$ cat src/rtl/vga_box_rgb_gen.sv
// -----------------------------------------------------------------------------
// vga_box_rgb_gen
//
// Pixel-colour stage that sits directly after a 640x480 H/V sync generator.
// It draws one rectangle: the border in the FG colour, the interior in the
// BG colour and everything outside it black. The output is registered 3-3-2
// RGB. h_sync/v_sync are delayed through the same two pixel-tick pipeline,
// so sync and colour stay aligned.
//
// The box corners and the colours are written into shadow registers at any
// time. The shadow registers are copied into the active registers only at
// frame start (the pixel_tick where pixel_x==0 and pixel_y==0), so the
// drawn box never changes mid-frame.
//
// Optional feature: define VGA_BLINK_EN to add a frame counter that blanks
// the border (border pixels show BG) for every other block of
// 2^BLINK_LOG2 frames. When VGA_BLINK_EN is undefined, no counter is built
// and BLINK_LOG2 is unused.
//
// Ports
//   clk          in   1   system clock
//   reset        in   1   asynchronous, active-high
//   pixel_tick   in   1   pixel-rate enable; pipeline advances only when 1
//   video_on     in   1   visible-area flag
//   h_sync_in    in   1   horizontal sync from the generator
//   v_sync_in    in   1   vertical sync from the generator
//   pixel_x      in   10  current column
//   pixel_y      in   10  current row
//   cfg_we       in   1   one-clk write strobe
//   cfg_addr     in   3   0=X0 1=Y0 2=X1 3=Y1 4=FG 5=BG, 6/7 ignored
//   cfg_data     in   10  write data (FG/BG use the low 8 bits)
//   cfg_pending  out  1   shadow written but not yet committed
//   rgb          out  8   {R[2:0],G[2:0],B[1:0]}
//   h_sync       out  1   h_sync_in delayed by 2 pixel ticks
//   v_sync       out  1   v_sync_in delayed by 2 pixel ticks
// -----------------------------------------------------------------------------
module vga_box_rgb_gen #(
   parameter int         BORDER_W   = 4,
   parameter int         BLINK_LOG2 = 5,
   parameter logic [9:0] X0_RST     = 10'd100,
   parameter logic [9:0] Y0_RST     = 10'd100,
   parameter logic [9:0] X1_RST     = 10'd539,
   parameter logic [9:0] Y1_RST     = 10'd379,
   parameter logic [7:0] FG_RST     = 8'hE0,
   parameter logic [7:0] BG_RST     = 8'h03
) (
   input  logic       clk,
   input  logic       reset,
   input  logic       pixel_tick,
   input  logic       video_on,
   input  logic       h_sync_in,
   input  logic       v_sync_in,
   input  logic [9:0] pixel_x,
   input  logic [9:0] pixel_y,
   input  logic       cfg_we,
   input  logic [2:0] cfg_addr,
   input  logic [9:0] cfg_data,
   output logic       cfg_pending,
   output logic [7:0] rgb,
   output logic       h_sync,
   output logic       v_sync
);

   localparam logic [9:0] BW = 10'(BORDER_W);

   // shadow (CPU-written) configuration
   logic [9:0] x0_sh_r, y0_sh_r, x1_sh_r, y1_sh_r;
   logic [7:0] fg_sh_r, bg_sh_r;
   // active configuration used for drawing
   logic [9:0] x0_r, y0_r, x1_r, y1_r;
   logic [7:0] fg_r, bg_r;

   logic commit_s;
   logic wr_s;

   // stage 1 combinational results and registers
   logic       in_box_s;
   logic       on_border_s;
   logic [9:0] dx0_s, dx1_s, dy0_s, dy1_s;
   logic       in_box_r;
   logic       on_border_r;
   logic       vid_r;
   logic       hs1_r;
   logic       vs1_r;

   // stage 2 colour selection
   logic [7:0] rgb_s;

   // frame start is the tick that presents pixel (0,0)
   assign commit_s = pixel_tick && (pixel_x == 10'd0) && (pixel_y == 10'd0);
   // addresses 6 and 7 are reserved and must not touch cfg_pending
   assign wr_s     = cfg_we && (cfg_addr <= 3'd5);

   // shadow register file: written on any clk, independent of pixel_tick
   always_ff @(posedge clk or posedge reset) begin
      if (reset) begin
         x0_sh_r <= X0_RST;
         y0_sh_r <= Y0_RST;
         x1_sh_r <= X1_RST;
         y1_sh_r <= Y1_RST;
         fg_sh_r <= FG_RST;
         bg_sh_r <= BG_RST;
      end else if (wr_s) begin
         case (cfg_addr)
            3'd0:    x0_sh_r <= cfg_data;
            3'd1:    y0_sh_r <= cfg_data;
            3'd2:    x1_sh_r <= cfg_data;
            3'd3:    y1_sh_r <= cfg_data;
            3'd4:    fg_sh_r <= cfg_data[7:0];
            3'd5:    bg_sh_r <= cfg_data[7:0];
            default: x0_sh_r <= x0_sh_r;
         endcase
      end
   end

   // active registers: commit reads the pre-write shadow (NBA semantics),
   // so a write on the commit clk lands for the following frame
   always_ff @(posedge clk or posedge reset) begin
      if (reset) begin
         x0_r <= X0_RST;
         y0_r <= Y0_RST;
         x1_r <= X1_RST;
         y1_r <= Y1_RST;
         fg_r <= FG_RST;
         bg_r <= BG_RST;
      end else if (commit_s) begin
         x0_r <= x0_sh_r;
         y0_r <= y0_sh_r;
         x1_r <= x1_sh_r;
         y1_r <= y1_sh_r;
         fg_r <= fg_sh_r;
         bg_r <= bg_sh_r;
      end
   end

   // pending flag: a write wins over a same-clk commit
   always_ff @(posedge clk or posedge reset) begin
      if (reset) begin
         cfg_pending <= 1'b0;
      end else if (wr_s) begin
         cfg_pending <= 1'b1;
      end else if (commit_s) begin
         cfg_pending <= 1'b0;
      end
   end

`ifdef VGA_BLINK_EN
   logic [BLINK_LOG2:0] frame_cnt_r;

   // frame counter, steps once per frame start and wraps
   always_ff @(posedge clk or posedge reset) begin
      if (reset) begin
         frame_cnt_r <= '0;
      end else if (commit_s) begin
         frame_cnt_r <= frame_cnt_r + 1'b1;
      end
   end
`endif

   // stage 1: box and border classification of the current pixel
   always_comb begin
      in_box_s    = 1'b0;
      on_border_s = 1'b0;
      // distances are only meaningful inside the box, where they cannot wrap
      dx0_s = pixel_x - x0_r;
      dx1_s = x1_r - pixel_x;
      dy0_s = pixel_y - y0_r;
      dy1_s = y1_r - pixel_y;
      in_box_s = (pixel_x >= x0_r) && (pixel_x <= x1_r) &&
                 (pixel_y >= y0_r) && (pixel_y <= y1_r);
      if (in_box_s) begin
         on_border_s = (dx0_s < BW) || (dx1_s < BW) ||
                       (dy0_s < BW) || (dy1_s < BW);
      end else begin
         on_border_s = 1'b0;
      end
`ifdef VGA_BLINK_EN
      // blank phase: border pixels fall through to the interior colour
      if (frame_cnt_r[BLINK_LOG2]) begin
         on_border_s = 1'b0;
      end else begin
         on_border_s = on_border_s;
      end
`endif
   end

   // stage 1 registers
   always_ff @(posedge clk or posedge reset) begin
      if (reset) begin
         in_box_r    <= 1'b0;
         on_border_r <= 1'b0;
         vid_r       <= 1'b0;
         hs1_r       <= 1'b0;
         vs1_r       <= 1'b0;
      end else if (pixel_tick) begin
         in_box_r    <= in_box_s;
         on_border_r <= on_border_s;
         vid_r       <= video_on;
         hs1_r       <= h_sync_in;
         vs1_r       <= v_sync_in;
      end
   end

   // stage 2 colour mux; colours come from the active registers, which
   // are frame-stable, so reading them one tick later is safe
   always_comb begin
      rgb_s = 8'h00;
      if (!vid_r) begin
         rgb_s = 8'h00;
      end else if (on_border_r) begin
         rgb_s = fg_r;
      end else if (in_box_r) begin
         rgb_s = bg_r;
      end else begin
         rgb_s = 8'h00;
      end
   end

   // stage 2 registers drive the outputs directly
   always_ff @(posedge clk or posedge reset) begin
      if (reset) begin
         rgb    <= 8'h00;
         h_sync <= 1'b0;
         v_sync <= 1'b0;
      end else if (pixel_tick) begin
         rgb    <= rgb_s;
         h_sync <= hs1_r;
         v_sync <= vs1_r;
      end
   end

endmodule

$ cat config.mk
export PLATFORM = sky130hd
export DESIGN_NAME = vga_box_rgb_gen
export DESIGN_NICKNAME = d
export VERILOG_FILES = /design/src/rtl/vga_box_rgb_gen.sv
export SDC_FILE = /design/constraint.sdc
export NUM_CORES = 1
export LEC_CHECK = 0
export CAP_MARGIN = 15
export CORE_MARGIN = 1
export CORE_UTILIZATION = 55
export CTS_BUF_LIST = sky130_fd_sc_hd__clkbuf_8
export CTS_CLUSTER_DIAMETER = 40
export DETAILED_ROUTE_END_ITERATION = 8
export HOLD_SLACK_MARGIN = 0.08
export PLACE_DENSITY = 0.8
export SLEW_MARGIN = 20
export SYNTH_ARGS = -nofsm -noshare
export SYNTH_HDL_FRONTEND = slang
export SYNTH_SLANG_ARGS = --single-unit
export TNS_END_PERCENT = 50
$ cat constraint.sdc
create_clock -name clk -period 4.1 [get_ports clk]
set_input_delay 0.615 -clock clk [delete_from_list [all_inputs] [get_ports clk]]
set_output_delay 0.615 -clock clk [all_outputs]
set_load 0.05 [all_outputs]
# ---- Yosys cells after proc, flatten, opt, wreduce, memory -nomap -nowiden
# Cells that the tools add are included.
dict set report classes {
  add_sub_neg 4
  mul 0
  n_div 0
  n_lt_le_gt_ge 9
  n_eq_ne 5
  shift 0
  muxes 6
  n_bitwise 0
  n_reduce_logical 19
}
# operator n
set ops {}
lappend ops {{$lt A10 B3 Y1 const B} 4}
lappend ops {{$sub A10 B10 Y10} 4}
lappend ops {{$mux W8} 3}
lappend ops {{$ge A10 B10 Y1} 2}
lappend ops {{$le A10 B10 Y1} 2}
lappend ops {{$logic_not A10 Y1} 2}
lappend ops {{$reduce_and A2 Y1} 6}
lappend ops {{$eq A3 B2 Y1 const B} 2}
lappend ops {{$eq A3 B3 Y1 const B} 2}
lappend ops {{$logic_and A1 B1 Y1} 6}
lappend ops {{$eq A3 B1 Y1 const B} 1}
lappend ops {{$le A3 B3 Y1 const B} 1}
lappend ops {{$logic_not A3 Y1} 1}
lappend ops {{$logic_or A1 B1 Y1} 3}
lappend ops {{$mux W1} 3}
lappend ops {{$reduce_bool A2 Y1} 1}
dict set report word_totals {
  reg_bits 128
  latch_bits 0
  ram_bits 0
  rom_bits 0
  out_inout_bits 11
  elab_cells 64
  n_memories 0
}

# ---- Logic depth before layout (Yosys ltp)
dict set report depth {
  depth_word 6
  depth_mapped 10
  depth_no_buf 9
}

# ---- Worst setup path after synthesis
# Ideal clock, no wire load.
dict set report synth_timing {
  path_kind {input -> register}
  from {input port pixel_y[1]}
  to {register on_border_r}
  setup_ps 82
  t_arrival_ps 2396
  required_ps 4018
  setup_slack_ps 1622
  path_stages 8
  n_path_buf 0
  cell_sequence {ha_1 > nor2b_4 > o31ai_4 > a21oi_2 > or4_4 > a2111oi_4 > a21oi_1 > a31oi_1}
}
dict set report synth_between {
  elab_chain_cells 5
  elab_cells_between_ends 11
  cone_classes {add/sub (2); order compare (4); mux (1); reduce/logical (4)}
}
# item line_no
set synth_rtl {}
lappend synth_rtl {{start: declaration} 54} ;# input logic [9:0] pixel_y,
lappend synth_rtl {{$sub A10 B10 Y10} 167} ;# dy0_s = pixel_y - y0_r;
lappend synth_rtl {{$lt A10 B3 Y1} 173} ;# (dy0_s < BW) || (dy1_s < BW);
lappend synth_rtl {{$logic_or A1 B1 Y1} 172} ;# on_border_s = (dx0_s < BW) || (dx1_s < BW) ||
lappend synth_rtl {{$logic_or A1 B1 Y1} 173}
lappend synth_rtl {{$mux W1 *} 171} ;# if (in_box_s) begin
lappend synth_rtl {{end signal: assignment} 197} ;# on_border_r <= on_border_s;
lappend synth_rtl {{end: declaration} 81} ;# logic on_border_r;
# Every way passes the cells marked *; elsewhere a longest branch is shown, timed or not.
# A chain may end at the register's enable or synchronous reset.

# ---- Worst setup path after layout
dict set report layout_timing {
  from {input port pixel_x[8]}
  to {register bg_r[2]}
}
dict set report layout_between {
  elab_chain_cells 3
}
# item line_no
set layout_rtl {}
lappend layout_rtl {{start: declaration} 53} ;# input logic [9:0] pixel_x,
lappend layout_rtl {{$logic_not A10 Y1} 90} ;# assign commit_s = pixel_tick && (pixel_x == 10'd0) && (pixel_y == 10'd0);
lappend layout_rtl {{$logic_and A1 B1 Y1 (2 in series)} 90}
lappend layout_rtl {{end signal: assignment} 132} ;# bg_r <= bg_sh_r;
lappend layout_rtl {{end: declaration} 71} ;# logic [7:0] fg_r, bg_r;
# Every way passes these cells.

==> flow_summary.rst <==
.. list-table::
   :header-rows: 1

   * - Metric
     - Value
   * - DRC errors left
     - 0
   * - Initial core utilization
     - 0.576
   * - Seq pwr share
     - 0.523
   * - Site Rows
     - 39
   * - Antenna Violating Nets Remaining
     - 0
   * - Proportion of synthesized flip-flops having asynchronous set or reset
     - 1.00
   * - Number of endpoints failing setup at the final stage
     - 0
   * - CTS Buf Count
     - 17
   * - Fin crit share
     - 0.673
   * - Switching power of the nets
     - just over 0.7 mW
   * - Syn avg cell area
     - roughly 11 µm²
   * - Remaining global-route overflow
     - 0
   * - Area used by sequential logic in the layout
     - approximately 3300 µm²
   * - Half-perimeter wire length after detailed placement
     - about 11000 µm
   * - Final Skew
     - 8.51 ps
   * - Setup_tns
     - 0 ps
   * - Slew at the pin with the worst max-slew slack
     - approximately 850 ps
   * - Clock-pin slew reported for the worst setup and hold paths after clock tree synthesis
     - 70 ps
   * - Final core occ
     - 0.666
   * - Number of nets in the layout
     - around 740
   * - Internal reg-to-reg setup slack
     - between 1500 and 2000 ps
   * - Clock tree from TritonCTS
     - yes
   * - Most frequently used cell type in the post-synthesis netlist
     - sky130_fd_sc_hd__mux2_2
   * - Worst IR Drop VDD
     - a little over 0.0003 V
   * - Final hold violations
     - 0
   * - Post-synthesis to final-layout area growth
     - 15.7%
   * - Latest clock arrival within the worst-skew pair
     - approximately 450 ps
   * - Cell breakdown of the critical path
     - clkdlybuf4s50_1, nor4_1, nand4_1, nor4_4, buf_12, mux2_2
   * - Iteration-0 DRC Markers
     - 290
   * - Final weighted congestion in routability-driven placement
     - 0.880
   * - Headroom to the max-slew limit
     - 0.433
   * - Crit path max fanout
     - 77
   * - Bufs on Longest Clock Path
     - 2
   * - Via-per-instance ratio
     - about 6.0
   * - Top cells by area in the synthesized netlist
     - sky130_fd_sc_hd__dfrtp_1 (31%), sky130_fd_sc_hd__dfstp_2 (18%), sky130_fd_sc_hd__mux2_2 (16%), sky130_fd_sc_hd__ha_1 (7.5%), sky130_fd_sc_hd__inv_1 (3.1%)
   * - Share of layout cells above drive strength 1
     - 0.295
   * - Number of buffers inserted by port buffering
     - 50
   * - First-pass GRT wire length
     - about 25000 µm
   * - Number of H-tree levels
     - 4
   * - Number of clock sinks
     - around 130
   * - WS Path Type
     - in2reg
   * - Leakage
     - between 3 and 4 nW
   * - Part of the total power dissipated in combinational logic
     - 0.117
   * - Pin count of the biggest net entering global routing
     - 78
   * - Via count of the routed design
     - between 4000 and 5000
   * - Top Ports
     - 51
   * - Clock network fraction of total power
     - 0.360
   * - X dimension of the die
     - roughly 110 µm
   * - Final routed wire length divided by cell count
     - approximately 19 µm
   * - EDFF count, synth
     - 0
   * - Top FF cell, synth
     - sky130_fd_sc_hd__dfrtp_1
   * - Seq/Total Area, Yosys
     - 0.486
   * - Initial antenna violation count
     - 0
   * - Filler Cells Inserted
     - about 880
   * - Power per cell area
     - 368 nW/µm²
   * - Share of total power consumed by net switching
     - 0.251
   * - Cell accounting for the most synthesized area
     - sky130_fd_sc_hd__dfrtp_1
   * - Count of hold buffers inserted by post-cts repair
     - 0
   * - Register bit total from synthesis
     - 128
   * - Crit path DAT
     - 3090 ps
   * - Core ar.
     - approximately 12000 µm²
   * - Setup repair after global routing missed its margin
     - false
   * - Share of Yosys cell area claimed by the top area cell type
     - 0.306
   * - Kind of start point of the critical path
     - input pin
   * - Post-CTS setup-driven buffer insertion count
     - 0
   * - Max_cap viols
     - 0
   * - Cell types with the highest counts after synthesis
     - sky130_fd_sc_hd__mux2_2 (97), sky130_fd_sc_hd__dfrtp_1 (82), sky130_fd_sc_hd__inv_1 (56)
   * - Warnings from Yosys
     - 0
   * - Die span in y
     - between 100 and 150 µm
   * - Die area
     - between 10000 and 15000 µm²
   * - Final wirelength
     - around 15000 µm
   * - Hold WS
     - approximately 480 ps
   * - Number of diodes added for antenna fixing
     - 0
   * - Achievable clock frequency
     - around 360 MHz
   * - Result of the run
     - complete, no violations
   * - Internal power
     - 2.14 mW
   * - Crit path required time
     - 4430 ps
   * - Area of the multi-input gates
     - between 3000 and 4000 µm²
   * - Critical path's slowest cell
     - sky130_fd_sc_hd__nor4_1
   * - First-pass iteration count of the detailed router
     - 5
   * - Total nets after synthesis
     - ~680
   * - Count of instances resized after the clock tree is built
     - 0
   * - Gate count of the mapped netlist
     - ~600
   * - Distinct cell type count of the synthesized netlist
     - 60
   * - Final Max Slew Viols
     - 0
   * - Overall routing resource usage
     - 0.262
   * - Area of the mapped netlist
     - about 6700 µm²
   * - Clock Root Buffer
     - sky130_fd_sc_hd__clkbuf_8
   * - Number of global-route vias before repair
     - 4975
   * - Type of the worst min-delay path
     - reg2reg
   * - Critical Path Sink Type
     - flop
   * - Time the worst path needs with I/O delays and setup
     - approximately 2800 ps
   * - Delay of the slowest cell on the worst path
     - between 600 and 700 ps
## routing by layer
| metal | global-route usage | part of all wire | vias up |
|---|---|---|---|
| li1 | - | - | 2261 |
| met3 | 0.0605 | 0.041 | 26 |
| met5 | 0 | 0 | - |
| met4 | 0.0960 | 0.020 | 0 |
| met2 | 0.412 | 0.47 | 106 |
| met1 | 0.358 | 0.47 | 2455 |
## state kept, by name (all words and copies together) (netlist names), 8 cells and up
register and count:
fg_sh_r 8, y0_r 10, x0_sh_r 10, y1_r 10, y1_sh_r 10, fg_r 8
x1_sh_r 10, x1_r 10, x0_r 10, rgb 8, bg_r 8, bg_sh_r 8
y0_sh_r 10
## cell type report
| class | instances | area share |
|---|---|---|
| flip-flops and latches | 128 | 0.420 |
| inverters | 56 | 0.0274 |
| clock inverters | 15 | 0.0187 |
| clock buffers | 17 | 0.0301 |
| well taps | 143 | 0.0230 |
| multi-input cells | 397 | 0.410 |
| repair buffers | 55 | 0.0709 |
## power by group through the flow
stage,combinational [mW],clock (mW),sequential [mW]
2_1_floorplan,0.217,0,1.50
4_1_cts,0.336,1.04,1.49
3_5_place_dp,0.334,0,1.51
5_1_grt,0.366,1.10,1.51
6_report,0.334,1.03,1.49
3_3_place_gp,0.318,0,1.50
## kinds of logic (layout without fill, tap and decap cells)
kind of cell / Yosys count / in the layout / share of synthesized area
AND/OR/NAND/NOR: 134 / 134 / 0.108
flip-flops: 128 / 128 / 0.486
AO/OA/AOI/OAI: 117 / 117 / 0.115
multiplexers: 100 / 100 / 0.167
buffers and inverters: 72 / 143 / 0.0414
adder cells (fa/ha/maj): 40 / 40 / 0.0746
XOR/XNOR: 6 / 6 / 0.00783
## critical path: cells and delay by family
kind	cells	cell delay [ps]
buffers and inverters	2	850
multiplexers	1	380
AND/OR/NAND/NOR	3	1200
## final timing paths
check,from,end,cells past startpoint
min in group asynchronous,reset,x1_sh_r[2],2
hold reg to reg,x0_sh_r[2],x0_r[2],2
setup reg to reg,y0_r[5],on_border_r,8
max in group asynchronous,reset,y0_sh_r[6],3
setup / recovery,pixel_x[8],bg_r[2],6
hold / removal,x0_sh_r[2],x0_r[2],2
## through the flow
step | total power, mW | instances | cell area (µm²) | setup WS [ps]
after CTS | 2.87 | 811 | 7760 | 1350
after global placement | 1.82 | 779 | 7390 | 857
after global routing | 2.97 | 811 | 7760 | 1190
after detailed placement | 1.84 | 779 | 7390 | 865
final | 2.86 | 811 | 7760 | 1340
after floorplan | 1.72 | 597 | 6710 | 148
## placed cells by master, fill, tap and decap left out, drive strengths merged, types with 7 or more instances in the layout
master and count:
nand3 8, dfrtp 82, nor4 8, a31oi 7, clkbuf 17, clkinv 10, or3 8, nor2 18
ha 40, a21oi 29, o22ai 11, o21ai 32, dfstp 46, nor2b 7, clkdlybuf4s50 50, nand2 39
mux2 97, and3 12, inv 57
No activity file was read; power rests on OpenSTA's default activity.
